**config.mk**
```make
export PLATFORM = sky130hd
export DESIGN_NAME = led_button_ctrl
export DESIGN_NICKNAME = d
export VERILOG_FILES = /design/src/rtl/led_button_ctrl.sv
export SDC_FILE = /design/constraint.sdc
export NUM_CORES = 1
export LEC_CHECK = 0
export BUFFER_PORTS_ARGS = -buffer_cell sky130_fd_sc_hd__buf_2
export CAP_MARGIN = 20
export CORE_MARGIN = 3
export CORE_UTILIZATION = 42
export DETAILED_ROUTE_END_ITERATION = 8
export SYNTH_ARGS = -nofsm -noshare
export SYNTH_HDL_FRONTEND = slang
export SYNTH_SLANG_ARGS = --single-unit
```
**constraint.sdc**
```tcl
create_clock -name clk -period 3.1 [get_ports clk]
set_input_delay 0.62 -clock clk [delete_from_list [all_inputs] [get_ports clk]]
set_output_delay 0.62 -clock clk [all_outputs]
set_load 0.05 [all_outputs]
```
**src/rtl/led_button_ctrl.sv**
```systemverilog
// Push-button front end for the LED step counter: synchronises and debounces the step and
// direction buttons. Define AUTO_REPEAT_EN to build the hold-to-repeat step behaviour.
module led_button_ctrl #(
  parameter int DEBOUNCE_CYCLES = 1_000_000,
  parameter int HOLD_CYCLES     = 50_000_000,
  parameter int REPEAT_CYCLES   = 10_000_000
) (
  input  logic clk,
  input  logic reset,
  input  logic btn_step,
  input  logic btn_dir,
  output logic step_pulse,
  output logic reverse,
  output logic step_held
);

  localparam int DB_W = $clog2(DEBOUNCE_CYCLES + 1);
  localparam logic [DB_W-1:0] DB_ONE  = DB_W'(1);
  localparam logic [DB_W-1:0] DB_LAST = DB_W'(DEBOUNCE_CYCLES - 1);
  localparam logic [DB_W-1:0] DB_FULL = DB_W'(DEBOUNCE_CYCLES);

  if (DEBOUNCE_CYCLES < 2 || HOLD_CYCLES < 1 || REPEAT_CYCLES < 2) begin : g_bad_cfg
    $error("led_button_ctrl: DEBOUNCE_CYCLES>=2, HOLD_CYCLES>=1, REPEAT_CYCLES>=2 required");
  end

`ifdef AUTO_REPEAT_EN
  typedef enum logic [2:0] {S_IDLE, S_DB_PRESS, S_HELD, S_REPEAT, S_DB_REL} state_t;

  localparam int HOLD_W = $clog2(HOLD_CYCLES + 1);
  localparam int REP_W  = $clog2(REPEAT_CYCLES + 1);
  localparam logic [HOLD_W-1:0] HOLD_ONE  = HOLD_W'(1);
  localparam logic [HOLD_W-1:0] HOLD_LAST = HOLD_W'(HOLD_CYCLES - 1);
  localparam logic [REP_W-1:0]  REP_ONE   = REP_W'(1);
  localparam logic [REP_W-1:0]  REP_LAST  = REP_W'(REPEAT_CYCLES - 1);

  logic [HOLD_W-1:0] r_hold_cnt;
  logic [REP_W-1:0]  r_rep_cnt;
  logic              w_hold_done;
  logic              w_rep_done;

  assign w_hold_done = (r_hold_cnt == HOLD_LAST);
  assign w_rep_done  = (r_rep_cnt == REP_LAST);
`else
  typedef enum logic [1:0] {S_IDLE, S_DB_PRESS, S_HELD, S_DB_REL} state_t;
`endif

  logic [1:0]      r_step_sync;
  logic [1:0]      r_dir_sync;
  logic            w_step_lvl;
  logic            w_dir_lvl;

  state_t          r_state;
  logic [DB_W-1:0] r_db_cnt;
  logic            r_step_held;
  logic            w_db_done;
  logic            w_step_due;

  logic [DB_W-1:0] r_dir_cnt;
  logic            r_dir_db;
  logic            r_reverse;
  logic            r_step_pulse;
  logic            r_pulse_defer;
  logic            w_dir_accept;
  logic            w_dir_toggle;

  // NOTE: reset is synchronous and active-low, so it only takes effect on a clock edge;
  // a button still held when reset lifts is simply re-synchronised and re-debounced.
  always_ff @(posedge clk) begin
    if (!reset) begin
      r_step_sync <= '0;
      r_dir_sync  <= '0;
    end else begin
      r_step_sync <= {r_step_sync[0], btn_step};
      r_dir_sync  <= {r_dir_sync[0], btn_dir};
    end
  end

  assign w_step_lvl = r_step_sync[1];
  assign w_dir_lvl  = r_dir_sync[1];
  assign w_db_done  = (r_db_cnt == DB_LAST);

  // A step pulse falls due on the edge the FSM accepts a press or a repeat period expires.
  always_comb begin
    w_step_due = 1'b0;
    if (w_step_lvl) begin
      case (r_state)
        S_DB_PRESS: w_step_due = w_db_done;
`ifdef AUTO_REPEAT_EN
        S_HELD:     w_step_due = w_hold_done;
        S_REPEAT:   w_step_due = w_rep_done;
`endif
        default:    w_step_due = 1'b0;
      endcase
    end
  end

  // NOTE: every register here is assigned with <= so all of them update from the same
  // pre-edge values; a blocking = would let later lines see half-updated state.
  always_ff @(posedge clk) begin
    if (!reset) begin
      r_state     <= S_IDLE;
      r_db_cnt    <= '0;
      r_step_held <= 1'b0;
`ifdef AUTO_REPEAT_EN
      r_hold_cnt  <= '0;
      r_rep_cnt   <= '0;
`endif
    end else begin
      case (r_state)
        S_IDLE: begin
          r_db_cnt <= '0;
          if (w_step_lvl) r_state <= S_DB_PRESS;
        end
        S_DB_PRESS: begin
          if (!w_step_lvl) begin
            r_state  <= S_IDLE;
            r_db_cnt <= '0;
          end else if (w_db_done) begin
            r_state     <= S_HELD;
            r_db_cnt    <= '0;
            r_step_held <= 1'b1;
`ifdef AUTO_REPEAT_EN
            r_hold_cnt  <= '0;
`endif
          end else begin
            r_db_cnt <= r_db_cnt + DB_ONE;
          end
        end
        S_HELD: begin
          if (!w_step_lvl) begin
            r_state  <= S_DB_REL;
            r_db_cnt <= '0;
          end
`ifdef AUTO_REPEAT_EN
          else if (w_hold_done) begin
            r_state    <= S_REPEAT;
            r_hold_cnt <= '0;
            r_rep_cnt  <= '0;
          end else begin
            r_hold_cnt <= r_hold_cnt + HOLD_ONE;
          end
`endif
        end
`ifdef AUTO_REPEAT_EN
        S_REPEAT: begin
          if (!w_step_lvl) begin
            r_state   <= S_DB_REL;
            r_db_cnt  <= '0;
            r_rep_cnt <= '0;
          end else if (w_rep_done) begin
            r_rep_cnt <= '0;
          end else begin
            r_rep_cnt <= r_rep_cnt + REP_ONE;
          end
        end
`endif
        S_DB_REL: begin
          // A bounce back high resumes the hold without a new pulse.
          if (w_step_lvl) begin
            r_state    <= S_HELD;
            r_db_cnt   <= '0;
`ifdef AUTO_REPEAT_EN
            r_hold_cnt <= '0;
`endif
          end else if (w_db_done) begin
            r_state     <= S_IDLE;
            r_db_cnt    <= '0;
            r_step_held <= 1'b0;
          end else begin
            r_db_cnt <= r_db_cnt + DB_ONE;
          end
        end
        default: begin
          r_state     <= S_IDLE;
          r_db_cnt    <= '0;
          r_step_held <= 1'b0;
        end
      endcase
    end
  end

  // Direction debouncer: the synced level must differ from the accepted level for
  // DEBOUNCE_CYCLES+1 consecutive samples, matching the step path's press latency.
  assign w_dir_accept = (w_dir_lvl != r_dir_db) && (r_dir_cnt == DB_FULL);
  assign w_dir_toggle = w_dir_accept && w_dir_lvl;

  always_ff @(posedge clk) begin
    if (!reset) begin
      r_dir_cnt     <= '0;
      r_dir_db      <= 1'b0;
      r_reverse     <= 1'b0;
      r_step_pulse  <= 1'b0;
      r_pulse_defer <= 1'b0;
    end else begin
      if (w_dir_lvl == r_dir_db) begin
        r_dir_cnt <= '0;
      end else if (w_dir_accept) begin
        r_dir_db  <= w_dir_lvl;
        r_dir_cnt <= '0;
      end else begin
        r_dir_cnt <= r_dir_cnt + DB_ONE;
      end

      if (w_dir_toggle) r_reverse <= ~r_reverse;

      // A pulse colliding with a toggle waits one cycle so the counter steps the new way.
      r_step_pulse  <= r_pulse_defer | (w_step_due & ~w_dir_toggle);
      r_pulse_defer <= w_step_due & (w_dir_toggle | r_pulse_defer);
    end
  end

  assign step_pulse = r_step_pulse;
  assign reverse    = r_reverse;
  assign step_held  = r_step_held;

endmodule
```
==> Yosys cells after proc, flatten, opt, wreduce, memory -nomap -nowiden <==
Cells that the tools add are included.
{ "word_totals": {"reg_bits": 51, "input_bits": 4, "output_inout_bits": 3, "word_cells": 62} }
{ "classes": {"n_addsub": 2, "eq_ne": 15, "muxes": 19, "n_bitwise": 8, "reduce_logical": 8} }
{ "ops": {"columns": ["cell", "n"], "rows": [
  ["2-to-1 mux 20 bit", 4],
  ["one-hot mux 20 bit (4 select lines)", 1],
  ["adder 20 x 1 -> 20 bit (second input constant)", 2],
  ["== test 20 bit (second input constant)", 2],
  ["2-to-1 mux 2 bit", 6],
  ["inequality test 2 bit (second input constant)", 6],
  ["one-hot mux 2 bit (4 select lines)", 1],
  ["2-to-1 mux 1 bit", 6],
  ["inequality test 3 bit (second input constant)", 2],
  ["AND reduction 5 bit", 1],
  ["== test 2 bit (second input constant)", 2],
  ["inverter 1 bit", 4],
  ["AND reduction 4 bit", 1],
  ["OR reduction 3 bit", 1],
  ["AND 1 bit", 2],
  ["== test 2 x 1 -> 1 bit (second input constant)", 1],
  ["logical AND 1 bit", 2],
  ["logical NOT 2 bit", 1],
  ["OR 1 bit", 2],
  ["one-hot mux 1 bit (2 select lines)", 1],
  ["AND reduction 2 bit", 1],
  ["nonzero test 2 bit", 1],
  ["== test 1 bit", 1],
  ["inequality test 1 bit", 1]
]} }

==> Longest topological paths before layout <==
Gate-level depths: netlist of run 1.
{ "depth": {"word_depth": 6, "mapped_depth": 8, "depth_no_buf": 7} }

==> Worst setup path after synthesis of run 1 <==
Ideal clock, no wire load.
{ "synth_timing": {"path_type": "flip-flop to flip-flop", "from": "register r_db_cnt[0]", "to": "register r_db_cnt[5]", "setup_time_ps": 122, "arrival_ps": 1713, "t_required_ps": 2978, "slack_ps": 1265, "path_stages_with_launch": 8, "n_path_buf": 1, "synth_period_minus_slack_ps": 1835, "path_cell_list": "dfxtp_1 ha_1 nand3_1 nor4_4 a21o_4 buf_6 nor2_2 a221o_1"} }
{ "synth_via": {"elab_chain_len": 4, "word_cells_on_any_way": 6} }
{ "synth_rtl": {"columns": ["element", "line", "source"], "rows": [
  ["start, declared", "53", "logic [DB_W-1:0] r_db_cnt;"],
  ["start signal, assigned", "126", "r_db_cnt <= r_db_cnt + DB_ONE;"],
  ["start signal, assigned", "170", "r_db_cnt <= r_db_cnt + DB_ONE;"],
  ["adder 20 x 1 -> 20 bit / == test 20 bit (equally long branches)", "126, 170, 80", null],
  ["2-to-1 mux 20 bit *", "118, 165", null],
  ["2-to-1 mux 20 bit, on equally long branches", "159, 115", null],
  ["one-hot mux 20 bit (4 select lines) *", "109", "case (r_state)"]
]} }
Mark *: on every way between the ends. The rest lies on a longest branch, timed or not.
A chain may end at the register's enable or synchronous reset.

==> Final worst setup path of run 1 <==
{ "layout_timing": {"from": "register r_db_cnt[0]", "to": "register r_db_cnt[8]"} }
The elaborated chain is that of the path after synthesis.

==> results of run 1 <==
## synthesized netlist by cell type, types with 2 or more instances
master | number | area [um^2]
sky130_fd_sc_hd__a21o_1 | 3 | 22.5
sky130_fd_sc_hd__or3_1 | 7 | 43.8
sky130_fd_sc_hd__xnor2_1 | 11 | 96.3
sky130_fd_sc_hd__nor2_1 | 28 | 105
sky130_fd_sc_hd__inv_1 | 12 | 45.0
sky130_fd_sc_hd__nand3_1 | 20 | 100
sky130_fd_sc_hd__mux2i_1 | 3 | 30.0
sky130_fd_sc_hd__nand2_1 | 23 | 86.3
sky130_fd_sc_hd__xor2_1 | 13 | 114
sky130_fd_sc_hd__a31oi_1 | 7 | 43.8
sky130_fd_sc_hd__dfxtp_1 | 51 | 1020
sky130_fd_sc_hd__o21ai_0 | 10 | 50.1
sky130_fd_sc_hd__clkbuf_1 | 4 | 15.0
sky130_fd_sc_hd__nor3_1 | 7 | 35.0
sky130_fd_sc_hd__and3_1 | 4 | 25.0
sky130_fd_sc_hd__nand4_1 | 8 | 50.1
sky130_fd_sc_hd__ha_1 | 3 | 37.5
sky130_fd_sc_hd__nor4bb_1 | 2 | 20.0
sky130_fd_sc_hd__buf_6 | 2 | 22.5
sky130_fd_sc_hd__nor4_1 | 6 | 37.5
sky130_fd_sc_hd__nor2b_1 | 4 | 25.0
sky130_fd_sc_hd__a21oi_1 | 9 | 45.0
sky130_fd_sc_hd__nor4_4 | 2 | 42.5
sky130_fd_sc_hd__and2_1 | 6 | 37.5
sky130_fd_sc_hd__nand2b_1 | 4 | 25.0
## layer usage
| layer | part of all wire, % | up-vias | routed length [um] |
|---|---|---|---|
| met4 | 0.91 | 0 | 38 |
| li1 | - | 958 | - |
| met1 | 53 | 832 | 2210 |
| met3 | 3.7 | 4 | 155 |
| met5 | 0 | - | 0 |
| met2 | 42 | 25 | 1770 |
## cell families after synthesis
logic type	Yosys count	synth area share, %
buffers and inverters	19	3.71
AND/OR/NAND/NOR	132	31.0
adder cells (fa/ha/maj)	3	1.59
multiplexers	3	1.27
XOR/XNOR	24	8.90
flip-flops	51	43.2
AO/OA/AOI/OAI	38	10.3
## report_power, final
part	leakage, nW	switching (mW)	internal [mW]
sequential	0.412	0.00280	0.659
clock	0.0477	0.218	0.155
combinational	0.372	0.0131	0.00718
total	0.832	0.234	0.821
## worst max-delay path by stage
stage                                   startpoint                        end  slack [ns]
final                     r_db_cnt[0]$_SDFFE_PN0P_   r_db_cnt[8]$_SDFFE_PN0P_        0.99
after global routing      r_db_cnt[0]$_SDFFE_PN0P_   r_db_cnt[8]$_SDFFE_PN0P_        0.76
after CTS                 r_db_cnt[0]$_SDFFE_PN0P_   r_db_cnt[8]$_SDFFE_PN0P_        0.97
after detailed placement  r_db_cnt[0]$_SDFFE_PN0P_   r_db_cnt[8]$_SDFFE_PN0P_        0.97
after global placement                       reset  r_db_cnt[17]$_SDFFE_PN0P_        1.02
after floorplan           r_db_cnt[0]$_SDFFE_PN0P_   r_db_cnt[5]$_SDFFE_PN0P_        1.27
## worst reg2reg max path: cells and delay by family, from the launching register on
kind / cells / cell delay, ns
adders and majority gates: 1 / 0.20
and+or+nand+nor: 2 / 0.72
AOI/OAI and AO/OA: 3 / 0.69
DFF: 1 / 0.40
## registers in the layout, indices dropped and copies added (netlist names), 2 cells and up, named ones only
| signal | flops |
|---|---|
| r_db_cnt | 20 |
| r_dir_cnt | 20 |
| r_dir_sync | 2 |
| r_step_sync | 2 |
## metrics by stage
stage / area [um^2] / power, mW / std cells / setup WS [ns] / hold WS [ns]
floorplan: 2360 / 0.692 / 270 / 1.27 / 0.412
global placement: 2440 / 0.697 / 339 / 1.02 / 0.414
detailed placement: 2440 / 0.698 / 339 / 0.969 / 0.422
CTS: 2520 / 1.07 / 347 / 0.971 / 0.444
global route: 2520 / 1.10 / 347 / 0.755 / 0.468
finish: 2520 / 1.05 / 347 / 0.992 / 0.441
## area by class of cell
| class | count | area [um^2] |
|---|---|---|
| sequential | 51 | 1020 |
| inverter | 12 | 45.0 |
| clock buffer | 5 | 68.8 |
| multi-input combinational | 200 | 1250 |
| timing repair buffer | 6 | 30.0 |
| clock inverter | 3 | 15.0 |
| fill | 537 | 2750 |
| tap | 70 | 87.6 |
## cell usage in the layout, fill, tap and decap left out, types with 5 or more instances in the layout
cell / Yosys / final
sky130_fd_sc_hd__buf_2: 1 / 6
sky130_fd_sc_hd__a31oi_1: 7 / 7
sky130_fd_sc_hd__dfxtp_1: 51 / 51
sky130_fd_sc_hd__xor2_1: 13 / 13
sky130_fd_sc_hd__nor3_1: 7 / 7
sky130_fd_sc_hd__clkbuf_8: 0 / 5
sky130_fd_sc_hd__nand3_1: 20 / 20
sky130_fd_sc_hd__nor4_1: 6 / 6
sky130_fd_sc_hd__nor2_1: 28 / 28
sky130_fd_sc_hd__o21ai_0: 10 / 10
sky130_fd_sc_hd__nand4_1: 8 / 8
sky130_fd_sc_hd__inv_1: 12 / 12
sky130_fd_sc_hd__or3_1: 7 / 7
sky130_fd_sc_hd__a21oi_1: 9 / 9
sky130_fd_sc_hd__xnor2_1: 11 / 11
sky130_fd_sc_hd__nand2_1: 23 / 23
sky130_fd_sc_hd__and2_1: 6 / 6
==> results by stage, run 1 <==
Status:
- The flow ran to the end, and the final reports show no timing, DRC or antenna violations.

Critical path:
- The largest fanout of any net on the critical path is 19.
- The worst reg-to-reg setup slack is 0.99 ns.
- The worst register-to-register path ends at r_db_cnt[8]$_SDFFE_PN0P_.
- The reg-to-reg startpoint is r_db_cnt[0]$_SDFFE_PN0P_.
- The path depth of the worst reg2reg path is 6.
- The number of buffers and inverters on the critical path is 0.
- The data arrival time of the worst path is 2.32 ns.
- The worst setup path is launched from a register.
- The worst setup path is captured at a register.
- The cell with the largest stage delay on the worst path is sky130_fd_sc_hd__nor4_4.
- For this run, the slowest stage of the critical path takes 0.46 ns.
- The family of cells with the greatest summed delay on the critical path is simple AND/OR/NAND/NOR gates.
- The critical path depth is 6.
- The critical path is of the register to register type.
- The cell seen most often among critical-path stages is sky130_fd_sc_hd__a21o_1.
- Traced cell by cell, the critical path runs through ha_1, nand3_1, nor4_4, a21oi_2, a21o_1, a21o_1.
- The data required time at the worst endpoint is 3.31 ns.

Clock network:
- TritonCTS created 5 clock buffers.
- The clock transition time at the flip-flop clock pins of the worst setup and hold paths is 0.09 ns.
- After clock tree synthesis, the flow added hold-fix buffers numbering 0.
- Buffers added to address setup during post-CTS repair amount to 0.
- The number of gates resized after CTS was 0.
- The number of levels in the clock H-tree is 2.
- The clock passes through at most 2 buffers.
- The worst-skew pair later-pin latency is 0.31 ns.
- The clock tree from TritonCTS is yes.
- Clock tree synthesis found a total of 51 sinks.
- The cell at the root of the clock tree is sky130_fd_sc_hd__clkbuf_8.

Route:
- After detailed routing, the average wire length per cell comes to 12.0 um.
- For this run, design rule violations remaining after detail routing come to 0.
- Using the TritonRoute via totals, the vias-per-cell ratio works out to 5.24.
- The count of routing violations after the opening detailed-route iteration is 103.
- The total length of routed wires is 4.18 mm.
- Summing over every cut layer, the via total after detailed routing is 1819.
- The number of detailed-route iterations in the first pass is 4.
- The number of nets with antenna violations after detailed routing is 0.

Hold path:
- The end point of the most critical hold path is r_dir_sync[1]$_SDFF_PN0_.
- The worst hold path begins at r_dir_sync[0]$_SDFF_PN0_.
- The class of the most critical hold timing path is register to register.
- The number of cells on the worst hold path is 1.

GRT:
- For this run the aggregate overflow at the end of global routing stands at 0.
- The global-route wire length before repair is 7.85 mm.
- Across every metal layer, demand over resource in global routing totals 15.0%.
- The via count of the first global-routing pass is 1754.
- Global routing used 23.5% of the available met2 tracks.
- Global routing consumed, on the met3 layer, 3.66% of the routing resources.
- The layer flagged by global routing as most heavily used is met2.
- For met1 alone, demand over resource in global routing was 20.6%.
- Entering global routing, the biggest net connects 21 pins.
- The initial antenna violation count is 0.

Pwr:
- The total power divided by cell area is 418 nW/um^2.
- Across the VDD grid, the largest voltage drop is 0.000212 V.
- In this run the static leakage power is 0.832 nW.

Final layout:
- The core occupancy in the finished layout is 47.8%.
- In the final design database the tool counted 283 nets.
- Relative to the synthesized area, the layout overhead comes to 6.73%.
- The repair_antennas step left the layout with diodes totalling 0.
- Cells with a size suffix above 1 make up 8.30% of the layout.

STA:
- The worst pin sits at a relative slew slack of 44.5%.
- Subtracting the final worst setup slack from the clock period gives 2.11 ns.
- The final-report max-slew violation count is 0.
- The largest clock skew in the final design is 0.00664 ns.
- The number of failing hold endpoints at the final stage came to 0.
- Timing would allow up to 0.474 GHz.
- For the final routed database, the setup TNS stands at 0 ns.
- Setup repair after global routing left no endpoint under its margin.
- The count of final setup violators is 0.
- The share of the clock period used by the worst path after layout is 68.0%.
- At the pin with the least slew margin, the transition time is 0.825 ns.

Synth:
- The async set-or-reset flop fraction in the synthesized netlist is 0%.
- The count of distinct cell types in the synthesized netlist is 46.
- In this run, synthesis produced a sequential element count of 51.
- The Yosys step of the flow raised 0 warnings.
- The number of cells produced by synthesis is 270.
- For this run, the register share of the synthesized area comes to 43.2%.
- The number of enable-type register cells in the synthesized netlist is 0.
- The prevailing post-synth register cell is sky130_fd_sc_hd__dfxtp_1.
- Summing every instance area after synthesis gives 2360 um^2.
- The post-synth net total is 277.
- Dividing the synthesized area by the synthesized cell count gives 8.75 um^2.

Die:
- The region available for standard cell placement spans 5270 um^2.
- The vertical die dimension is 81.0 um.
- Once the floorplan was initialized, standard cells occupied 44.8% of the core.
- The die footprint is 6560 um^2.
- The die boundary width is 81.0 um.
- Pin placement for this block handled 7 I/O pins.
- After floorplanning, the core was divided into 26 placement rows.

Job:
- The max-cap check violation count is 0.

Placement:
- Port buffering added 6 buffers.
- The placed wire-length estimate after detailed placement is 2.93 mm.
- The routability congestion estimate is 0.762.
No activity file was read; power rests on OpenSTA's default activity.
==> run 2: changes to the inputs <==
- clock period: 3.1 -> 2.1 ns (I/O delays scaled with it)
==> results by stage, run 2 (synthesized netlist as in run 1, its figures left out) <==
Status:
- Status: complete, no violations (unchanged).

STA:
- The final worst setup slack was 0.134 ns (was 0.992 ns).
- The count of final setup violators is 0 (unchanged).
- The share of the clock period used by the worst path after layout is 93.6% (was 68.0%).
- The maximum achievable frequency is 0.509 GHz (was 0.474 GHz).
- The number of failing hold endpoints at the final stage came to 0 (unchanged).
- The worst slew slack as a fraction of its limit came to 67.3% (was 44.5%).
- The transition at the pin with the smallest max-transition slack is 0.489 ns (was 0.825 ns).
- Unrepaired setup endpoints after global routing: false (unchanged).
- The final-report max-slew violation count is 0 (unchanged).
- The final period demand of the worst path is 1.97 ns (was 2.11 ns).
- The total negative slack is 0 ns (unchanged).
- The largest clock skew in the final design is 0.00744 ns (was 0.00664 ns).

GRT:
- The maximum number of pins on one net before global-route repair is 21 (unchanged).
- The global routing usage summed across all routing layers is 15.2% (was 15.0%).
- The overflow left after global routing is 0 (unchanged).
- The initial antenna violation count came to 0 (unchanged).
- The global-route wire length before repair is 7.80 mm (was 7.85 mm).
- The via count of the first global-routing pass was 1816 (was 1754).

Final layout:
- The total inserted antenna cells is 0 (unchanged).
- The post-layout net count is 290 (was 283).
- The post-synthesis to final-layout area growth is 10.8% (was 6.73%).
- Highest-count cells in the layout ignoring fill and taps: 51 x sky130_fd_sc_hd__dfxtp_1, 28 x sky130_fd_sc_hd__nor2_1, 23 x sky130_fd_sc_hd__nand2_1 (unchanged).
- Biggest regs: r_db_cnt (20), r_dir_cnt (20) (unchanged).
- The core occupancy in the finished layout was 49.6% (was 47.8%).
- The most frequent standard cell in the layout excluding fill and tap cells is sky130_fd_sc_hd__dfxtp_1 (unchanged).
- The fraction of final layout cells sized beyond drive strength 1 is 10.9% (was 8.30%).

Clock network:
- The CTS buffer count came to 5 (unchanged).
- The clock tree from TritonCTS is yes (unchanged).
- The worst-skew pair later-pin latency is 0.30 ns (was 0.31 ns).
- The number of levels in the clock H-tree came to 2 (unchanged).
- The cell at the root of the clock tree is sky130_fd_sc_hd__clkbuf_8 (unchanged).
- The sink count of the clock tree is 51 (unchanged).
- The hold buffer count at CTS is 0 (unchanged).
- The maximum buffer depth of the clock tree was 2 (unchanged).
- The clock transition time at the flip-flop clock pins of the worst setup and hold paths is 0.09 ns (about the same).

Critical path:
- The critical path startpoint category is a register (unchanged).
- The nature of the critical path endpoint is a register (unchanged).
- The data arrival time of the worst path is 2.16 ns (was 2.32 ns).
- The largest fanout of any net on the critical path is 7 (was 19).
- The data required time at the worst endpoint is 2.29 ns (was 3.31 ns).
- The kind of critical path is register to register (unchanged).

Placement:
- The routability congestion estimate is 0.736 (was 0.762).
- The placed wire-length estimate after detailed placement is 2.93 mm (about the same).
- The setup slack after placement is 0.122 ns (was 0.969 ns).
- The number of port buffers is 6 (unchanged).

Die:
- The die boundary width was 81.0 um (unchanged).
- The die footprint is 6560 um^2 (unchanged).
- The area inside the core boundary came to 5270 um^2 (unchanged).
- The number of top-level design ports came to 7 (unchanged).
- The vertical die dimension is 81.0 um (unchanged).
- The number of rows created at floorplan is 26 (unchanged).
- The initial cell density of the core was 44.8% (unchanged).

Route:
- The via density per instance is 5.16 (was 5.24).
- The total length of routed wires is 4.22 mm (was 4.18 mm).
- The count of routing violations after the opening detailed-route iteration is 110 (was 103).
- The number of nets with antenna violations after detailed routing is 0 (unchanged).
- The total number of vias is 1826 (was 1819).
- The mean routed wirelength per cell was 11.9 um (was 12.0 um).
- The number of detailed-route iterations in the first pass is 4 (unchanged).
- The number of remaining DRC errors came to 0 (unchanged).

Pwr:
- The worst ir drop on vdd is 0.000375 V (was 0.000212 V).
- The total power divided by cell area came to 652 nW/um^2 (was 418 nW/um^2).
- The static power due to leakage is 0.881 nW (was 0.832 nW).

Job:
- The max-cap check violation count is 0 (unchanged).

Hold path:
- The class of the most critical hold timing path was input port to register (was register to register).
## run 2: worst paths after layout
| check | from | endpoint | slack, ns | cells after the start |
|---|---|---|---|---|
| setup / recovery | r_db_cnt[7]$_SDFFE_PN0P_ | step_held$_SDFFE_PN0P_ | 0.13 | 6 |
| hold / removal | btn_dir | r_dir_sync[0]$_SDFF_PN0_ | 0.32 | 2 |
| setup reg to reg | r_db_cnt[7]$_SDFFE_PN0P_ | step_held$_SDFFE_PN0P_ | 0.13 | 6 |
| hold reg to reg | r_dir_sync[0]$_SDFF_PN0_ | r_dir_sync[1]$_SDFF_PN0_ | 0.44 | 1 |
## run 2: worst max-delay path, stage by stage, from the launching register on
cell and delay [ns]:
sky130_fd_sc_hd__dfxtp_1 0.37, sky130_fd_sc_hd__or4b_4 0.55, sky130_fd_sc_hd__nor4_4 0.24, sky130_fd_sc_hd__buf_4 0.18, sky130_fd_sc_hd__and3_2 0.26, sky130_fd_sc_hd__mux2i_1 0.19, sky130_fd_sc_hd__a21boi_1 0.07
## run 2: routing by layer
layer	wire, um	GRT usage [%]	part of all wire [%]	up-vias
met4	70	6.25	1.7	0
met5	0	0	0	-
met3	100	3.77	2.4	5
met2	1780	24.3	42	17
li1	-	-	-	971
met1	2270	19.4	54	833
## run 2: power breakdown
| group | internal, mW | leakage (nW) | switching, mW | total (mW) |
|---|---|---|---|---|
| clock network | 0.386 | 0.0612 | 0.310 | 0.696 |
| registers | 0.973 | 0.412 | 0.00416 | 0.977 |
| logic | 0.0124 | 0.408 | 0.0196 | 0.0320 |
## run 2: layout make-up
cell class              instances  area [um^2]
fillers                       515         2650
clock inverters                 2         35.0
flip-flops and latches         51         1020
repair buffers                 13         82.6
inverters                      12         45.0
clock buffers                   6         82.6
multi-input cells             200         1260
well taps                      70         87.6
## run 2: repair_timing
action | CTS | global route
gates resized for setup | 0 | 2
buffers inserted | 0 | 1
endpoints found under the setup margin | 0 | 10
## run 2: stage by stage
step	hold slack, ns	area [um^2]	std cells	total power [mW]
6_report	0.324	2620	354	1.71
5_1_grt	0.324	2620	354	1.76
4_1_cts	0.314	2600	353	1.73
3_5_place_dp	0.427	2480	345	1.03
3_3_place_gp	0.415	2480	345	1.03
2_1_floorplan	0.412	2360	270	1.02
